$ cat src/rtl/gpmc_sdram_bridge.sv
// ---------------------------------------------------------------------------
// gpmc_sdram_bridge
//
// Bridges a synchronised GPMC host bus onto a simple SDRAM controller
// command interface. The host sees four 16-bit registers:
//   0 : control / status
//   1 : SDRAM word address [15:0]
//   2 : SDRAM word address [SD_ADDR_WIDTH-1:16]
//   3 : write = posted write to FIFO, read = last read data
// Posted writes go through a small FIFO and always drain before a queued
// read is issued to the controller.
//
// Optional feature: define GPMC_SDRAM_PREFETCH_EN to make every register 3
// read also queue a controller read at the current address (streaming reads).
//
// Ports:
//   clk, rst_n                : clock, asynchronous active-low reset
//   csn, wen, oen             : GPMC strobes (active-low, already synchronised)
//   gpmc_addr, data_out       : register select and host write data
//   data_in                   : host read data (registered)
//   sd_addr, sd_wr_data       : controller command address / write data
//   sd_wr_enable, sd_rd_enable: controller command requests, held until sd_ack
//   sd_rd_data, sd_rd_ready   : controller read return
//   sd_busy, sd_ack           : controller status / command acknowledge
//   sd_rst                    : controller reset (active-high, from reg0 bit13)
//
// DATA_WIDTH is expected to be at least 16 (register map is 16 bits wide).
// ---------------------------------------------------------------------------
module gpmc_sdram_bridge #(
    parameter int ADDR_WIDTH    = 4,
    parameter int DATA_WIDTH    = 16,
    parameter int SD_ADDR_WIDTH = 25,
    parameter int SD_DATA_WIDTH = 8,
    parameter int WFIFO_DEPTH   = 4
) (
    input  logic                     clk,
    input  logic                     rst_n,
    input  logic                     csn,
    input  logic                     wen,
    input  logic                     oen,
    input  logic [ADDR_WIDTH-1:0]    gpmc_addr,
    input  logic [DATA_WIDTH-1:0]    data_out,
    output logic [DATA_WIDTH-1:0]    data_in,
    output logic [SD_ADDR_WIDTH-1:0] sd_addr,
    output logic [SD_DATA_WIDTH-1:0] sd_wr_data,
    output logic                     sd_wr_enable,
    output logic                     sd_rd_enable,
    input  logic [SD_DATA_WIDTH-1:0] sd_rd_data,
    input  logic                     sd_rd_ready,
    input  logic                     sd_busy,
    input  logic                     sd_ack,
    output logic                     sd_rst
);

    localparam int PTR_W = $clog2(WFIFO_DEPTH);
    localparam int CNT_W = PTR_W + 1;

    typedef struct packed {
        logic [SD_ADDR_WIDTH-1:0] addr;
        logic [SD_DATA_WIDTH-1:0] data;
    } wentry_t;

    typedef enum logic [1:0] {IDLE, WR_REQ, RD_REQ, RD_WAIT} state_t;

    state_t                   state;
    logic [SD_ADDR_WIDTH-1:0] addr;
    logic [SD_ADDR_WIDTH-1:0] addr_nxt;
    logic [SD_ADDR_WIDTH-1:0] rd_addr;
    logic [SD_DATA_WIDTH-1:0] rd_data;
    logic                     auto_inc;
    logic                     rd_pending;
    logic                     rd_valid;
    logic                     overflow;

    // ---------------------------------------------------------------------
    // Host access detection: one access per csn-low period.
    // ---------------------------------------------------------------------
    logic acc_done, is_wr, is_rd, acc_go, host_wr, host_rd;
    logic sel0, sel1, sel2, sel3;
    logic wr0, wr1, wr2, wr3, rd0, rd3;
    logic [15:0] wd;

    assign is_wr   = !wen && oen;
    assign is_rd   = wen && !oen;
    assign acc_go  = !csn && !acc_done && (is_wr || is_rd);
    assign host_wr = acc_go && is_wr;
    assign host_rd = acc_go && is_rd;

    always_ff @(posedge clk or negedge rst_n) begin
        if (!rst_n)      acc_done <= 1'b0;
        else if (csn)    acc_done <= 1'b0;
        else if (acc_go) acc_done <= 1'b1;
    end

    assign sel0 = (gpmc_addr == ADDR_WIDTH'(0));
    assign sel1 = (gpmc_addr == ADDR_WIDTH'(1));
    assign sel2 = (gpmc_addr == ADDR_WIDTH'(2));
    assign sel3 = (gpmc_addr == ADDR_WIDTH'(3));
    assign wr0  = host_wr && sel0;
    assign wr1  = host_wr && sel1;
    assign wr2  = host_wr && sel2;
    assign wr3  = host_wr && sel3;
    assign rd0  = host_rd && sel0;
    assign rd3  = host_rd && sel3;
    assign wd   = data_out[15:0];

    // Flush acts in the same cycle as the reg0 write that raises sd_rst so
    // an in-flight request drops on the very edge sd_rst goes high.
    logic flush;
    assign flush = sd_rst || (wr0 && wd[13]);

    // ---------------------------------------------------------------------
    // Posted-write FIFO
    // ---------------------------------------------------------------------
    wentry_t          mem [WFIFO_DEPTH];
    wentry_t          head;
    logic [PTR_W-1:0] wptr, rptr;
    logic [CNT_W-1:0] cnt;
    logic             fifo_full, fifo_empty, push_ok, push, pop;

    assign fifo_full  = (cnt == CNT_W'(WFIFO_DEPTH));
    assign fifo_empty = (cnt == '0);
    assign head       = mem[rptr];
    // push_ok governs addr/overflow bookkeeping; the entry itself is
    // discarded while the FIFO is being flushed.
    assign push_ok    = wr3 && !fifo_full;
    assign push       = push_ok && !flush;
    assign pop        = (state == WR_REQ) && sd_ack && !flush;

    always_ff @(posedge clk or negedge rst_n) begin
        if (!rst_n) begin
            wptr <= '0;
            rptr <= '0;
            cnt  <= '0;
        end else if (flush) begin
            wptr <= '0;
            rptr <= '0;
            cnt  <= '0;
        end else begin
            if (push) wptr <= wptr + PTR_W'(1);
            if (pop)  rptr <= rptr + PTR_W'(1);
            cnt <= cnt + CNT_W'(push) - CNT_W'(pop);
        end
    end

    always_ff @(posedge clk) begin
        if (push) mem[wptr] <= '{addr: addr, data: wd[SD_DATA_WIDTH-1:0]};
    end

    // ---------------------------------------------------------------------
    // Read queueing
    // ---------------------------------------------------------------------
    logic rd_req_src, rd_queue, rd_done;

`ifdef GPMC_SDRAM_PREFETCH_EN
    assign rd_req_src = (wr0 && wd[15]) || rd3;
`else
    assign rd_req_src = wr0 && wd[15];
`endif

    // A request while one is already pending is dropped.
    assign rd_queue = rd_req_src && !rd_pending && !flush;
    assign rd_done  = (state == RD_WAIT) && sd_rd_ready && !flush;

    // ---------------------------------------------------------------------
    // Address register: host writes plus auto-increment on accepted
    // posted writes and on completed reads.
    // ---------------------------------------------------------------------
    always_comb begin
        addr_nxt = addr;
        if (wr1) addr_nxt[15:0] = wd;
        if (wr2) addr_nxt[SD_ADDR_WIDTH-1:16] = wd[SD_ADDR_WIDTH-17:0];
        if (auto_inc && push_ok) addr_nxt = addr_nxt + SD_ADDR_WIDTH'(1);
        if (auto_inc && rd_done) addr_nxt = addr_nxt + SD_ADDR_WIDTH'(1);
    end

    // ---------------------------------------------------------------------
    // Host read mux
    // ---------------------------------------------------------------------
    logic [15:0] rd_word;
    logic        wr_busy;

    assign wr_busy = !fifo_empty || (state == WR_REQ);

    always_comb begin
        rd_word = '0;
        if (sel0) begin
            rd_word[15]  = rd_pending;
            rd_word[14]  = wr_busy;
            rd_word[13]  = sd_rst;
            rd_word[12]  = sd_busy;
            rd_word[11]  = fifo_full;
            rd_word[10]  = rd_valid;
            rd_word[9]   = overflow;
            rd_word[7:4] = 4'(cnt);
            rd_word[0]   = auto_inc;
        end else if (sel1) begin
            rd_word = addr[15:0];
        end else if (sel2) begin
            rd_word[SD_ADDR_WIDTH-17:0] = addr[SD_ADDR_WIDTH-1:16];
        end else if (sel3) begin
            rd_word[SD_DATA_WIDTH-1:0] = rd_data;
        end
    end

    // ---------------------------------------------------------------------
    // Control / status registers
    // ---------------------------------------------------------------------
    always_ff @(posedge clk or negedge rst_n) begin
        if (!rst_n) begin
            addr       <= '0;
            auto_inc   <= 1'b0;
            sd_rst     <= 1'b0;
            rd_pending <= 1'b0;
            rd_valid   <= 1'b0;
            overflow   <= 1'b0;
            rd_addr    <= '0;
            rd_data    <= '0;
            data_in    <= '0;
        end else begin
            addr <= addr_nxt;
            if (wr0) begin
                sd_rst   <= wd[13];
                auto_inc <= wd[0];
            end

            if (wr3 && fifo_full) overflow <= 1'b1;
            else if (rd0)         overflow <= 1'b0;

            if (flush) begin
                rd_pending <= 1'b0;
                rd_valid   <= 1'b0;
            end else begin
                if (rd_queue) begin
                    rd_pending <= 1'b1;
                    rd_addr    <= addr;
                end else if (rd_done) begin
                    rd_pending <= 1'b0;
                end
                // Fresh data wins over a simultaneous host consume.
                if (rd_done) begin
                    rd_valid <= 1'b1;
                    rd_data  <= sd_rd_data;
                end else if (rd3) begin
                    rd_valid <= 1'b0;
                end
            end

            if (host_rd) data_in <= DATA_WIDTH'(rd_word);
        end
    end

    // ---------------------------------------------------------------------
    // Dispatch FSM: writes drain first, then a pending read.
    // ---------------------------------------------------------------------
    always_ff @(posedge clk or negedge rst_n) begin
        if (!rst_n) begin
            state        <= IDLE;
            sd_addr      <= '0;
            sd_wr_data   <= '0;
            sd_wr_enable <= 1'b0;
            sd_rd_enable <= 1'b0;
        end else if (flush) begin
            state        <= IDLE;
            sd_wr_enable <= 1'b0;
            sd_rd_enable <= 1'b0;
        end else begin
            case (state)
                IDLE: begin
                    if (!fifo_empty) begin
                        state        <= WR_REQ;
                        sd_addr      <= head.addr;
                        sd_wr_data   <= head.data;
                        sd_wr_enable <= 1'b1;
                    end else if (rd_pending) begin
                        state        <= RD_REQ;
                        sd_addr      <= rd_addr;
                        sd_rd_enable <= 1'b1;
                    end
                end
                WR_REQ: begin
                    if (sd_ack) begin
                        state        <= IDLE;
                        sd_wr_enable <= 1'b0;
                    end
                end
                RD_REQ: begin
                    if (sd_ack) begin
                        state        <= RD_WAIT;
                        sd_rd_enable <= 1'b0;
                    end
                end
                RD_WAIT: begin
                    if (sd_rd_ready) state <= IDLE;
                end
                default: state <= IDLE;
            endcase
        end
    end

endmodule

$ cat config.mk
export PLATFORM = sky130hd
export DESIGN_NAME = gpmc_sdram_bridge
export DESIGN_NICKNAME = d
export VERILOG_FILES = /design/src/rtl/gpmc_sdram_bridge.sv
export SDC_FILE = /design/constraint.sdc
export NUM_CORES = 1
export LEC_CHECK = 0
export ABC_CLOCK_PERIOD_IN_PS = 4600
export BUFFER_PORTS_ARGS = -buffer_cell sky130_fd_sc_hd__buf_2
export CAP_MARGIN = 25
export CORE_MARGIN = 2
export CORE_UTILIZATION = 60
export CTS_BUF_LIST = sky130_fd_sc_hd__clkbuf_4
export DETAILED_ROUTE_END_ITERATION = 10
export GPL_TIMING_DRIVEN = 0
export PLACE_DENSITY_LB_ADDON = 0.25
export SLEW_MARGIN = 20
export SYNTH_ARGS = -nofsm -noshare
export SYNTH_HDL_FRONTEND = slang
export SYNTH_SLANG_ARGS = --single-unit
$ cat constraint.sdc
create_clock -name clk -period 4.6 [get_ports clk]
set_input_delay 1.15 -clock clk [delete_from_list [all_inputs] [get_ports clk]]
set_output_delay 1.15 -clock clk [all_outputs]
set_load 0.01 [all_outputs]
==> results.md <==
* Status: finished, final reports clean
* Final Power at 6.56 mW
* Total global-route track usage at 0.284
* Minimum clock period after layout at 4450 ps
* Core area at 19300 sq um
* Average wire per standard cell at 20.7 microns
* Clk_lat worst skew at 650 ps
* Most common library cells after synthesis: 132 x edfxtp_1, 124 x dfrtp_1, 71 x nand2_1
* Top cell type's share of synthesized area at 0.338
* Relative slew margins at 0.371
* Post-synth ARST share at 0.484
* Die W at 144 microns
* Gpl congestion at 0.943
* Clock sink total at 256
* Nets at 1068
* Syn nets at 899
* Clock buffer depth at 3
* Fin Hold WS at 410 ps
* Crit path from: wen
* Cts-stage hold buffer count at 0
* Row cnt at 51
* Clock Tree Root: clkbuf_4
* Setup crit end kind: flip-flop
* Total Wirelength at 27700 microns
* Critical path arrival at 4970 ps
* Fin area at 13600 sq um
* Die area at 20700 sq um
* Initial antenna violation count at 1
* Total grt overflow at 0
* Worst vdd ir at 262 uV
* Multi-input combinational cell area at 4480 sq um
* Clk_skew at 27.6 ps
* Area taken by flip-flops and latches at 7070 sq um
* Initial Utilization at 0.606
* Top-count cell post-synth: edfxtp_1
* RSZ-0062 raised after global routing: false
* Avg Synthesized Cell Area at 13.7 sq um
* TNS Setup at 0 ps
* Maxcap violations at 0
* Final hold violations at 0
* Crit path max fanout at 10
* First-pass GRT wire length at 43700 microns
* EDFF count, synth at 132
* Sequential-to-total area share from yosys stat at 0.603
* Pleak at 5.61 nW
* Crit start category: primary input
* Boundary Pins at 88
* YS warnings at 0
* Least-Margin Pin Slew at 937 ps
* CTS Buf Count at 66
* # port buffers at 87
* Die H at 144 microns
* Fillers at 1395
* Hold Path Class: in -> async
* Post-synthesis cell count at 852
* DR iter-0 viols at 715
* Worst EP required at 5120 ps
* Share of layout cells above drive strength 1 at 0.311
* Area after DPL at 12600 sq um
* Yosys cell types at 72
* Vias in the first global route at 7917
* Area grow syn2layout at 16.2%
* Router iterations before antenna repair at 5
* Via Count at 7941
* Netlist Area Pre-Place at 11700 sq um
* Largest net degree at the start of global routing at 73
* Fmax at 225 MHz
* Leading register cell type out of synthesis: edfxtp_1
* Flops & latches, synth at 256
* Largest cells by area after synthesis: edfxtp_1 34%, dfrtp_1 26%, mux4_2 6.3%
* Setup CP Type: in -> reg
* Clk pin slew, worst setup/hold paths at 70 ps
* Pins Over Slew Limit at 0
* Dpl hpwl at 19300 microns
* Vias per cell at 5.94
* Setup violations, final at 0
* Antenna violation net count after detailed routing at 0
* CTS H-Tree Depth at 3
* Area leader, netlist: edfxtp_1
* CTS tree: done
* Reg2reg path depth at 15
* # DRC at 0
* PD cells at 482 nW/um^2
* FF-to-FF Start: acc_done
* Fin crit share at 0.968
## through the flow
stage | util | std cells | setup WS (ps)
2_1_floorplan | - | 852 | 5.37
6_report | 0.704 | 1337 | 149
3_3_place_gp | 0.646 | 1204 | -778
4_1_cts | 0.699 | 1328 | 23.9
3_5_place_dp | 0.652 | 1209 | -798
5_1_grt | 0.704 | 1337 | 6.30
## state kept, by name (all words and copies together), names as in the netlist, 2 cells and up
register,flops
data_in,16
sd_wr_data,8
cnt,3
mem,132
state,2
rd_data,8
sd_addr,25
addr,25
wptr,2
rd_addr,25
rptr,2
## final cells by class
type	instances	area share
sequential	256	0.519
multi-input combinational	541	0.329
clock buffer	102	0.0563
timing repair buffer	102	0.0460
tap	265	0.0244
buffer	41	0.0128
clock inverter	15	0.00828
inverter	13	0.00359
antenna	2	0.000368
## layout by cell type (no fill, tap or decap), drive strengths merged, types with 9 or more instances in the layout
master and n:
a21oi 20, a22oi 21, a31oi 15, and3 14, buf 112, clkbuf 133, clkinv 9, dfrtp 124
edfxtp 132, ha 10, inv 16, mux2 47, mux2i 45, mux4 33, nand2 72, nand3 17
nand4 13, nor2 48, nor3 13, nor4 12, o21ai 39, xnor2 32, xor2 19
## logic make-up after synthesis
logic type / Yosys count / synth area share
AO/OA/AOI/OAI: 122 / 0.0686
XOR/XNOR: 51 / 0.0388
adder cells (fa/ha/maj): 11 / 0.0124
buffers and inverters: 55 / 0.0187
flip-flops: 256 / 0.603
multiplexers: 125 / 0.148
AND/OR/NAND/NOR: 232 / 0.110
## repair_timing
item | CTS | global route
pin swaps | 2 | 3
setup buffers | 2 | 7
endpoints found under the hold margin | 0 | 0
setup endpoints to repair | 2 | 13
resized for setup | 2 | 9
## worst paths after layout
path                            endpoint  slack, ps
setup / recovery                addr[18]        150
setup reg to reg                addr[18]        610
hold / removal             sd_wr_data[7]        410
min in group clk              sd_addr[1]        470
hold reg to reg               sd_addr[1]        470
max in group asynchronous    sd_addr[18]       3470
## per-layer routing
layer | part of all wire | vias up | routed length, microns | track usage
li1 | - | 3602 | - | -
met1 | 0.43 | 3951 | 11800 | 0.390
met2 | 0.47 | 336 | 13100 | 0.438
met3 | 0.071 | 52 | 1950 | 0.0676
met4 | 0.031 | 0 | 860 | 0.121
met5 | 0 | - | 0 | 0
## power breakdown
group          switching, mW  leakage, nW  internal [mW]
logic                  0.887         2.27          0.744
clock network          0.886        0.525           1.12
registers              0.220         2.82           2.70
total                   1.99         5.61           4.56
## worst max-delay path, cell delays in order
cell and delay (ps):
buf_2 100, inv_1 40, ha_1 200, nor3b_2 180
buf_4 190, nand2_4 190, clkbuf_4 280, nand2_1 70
nand2_1 100, ha_2 250, nand2_1 120, nor4_4 380
o221ai_1 210, xor2_1 290, nand3_1 160, and4bb_4 420
nand4_2 190, a31o_2 290, xor2_1 140
(Power assumes the default switching activity.)
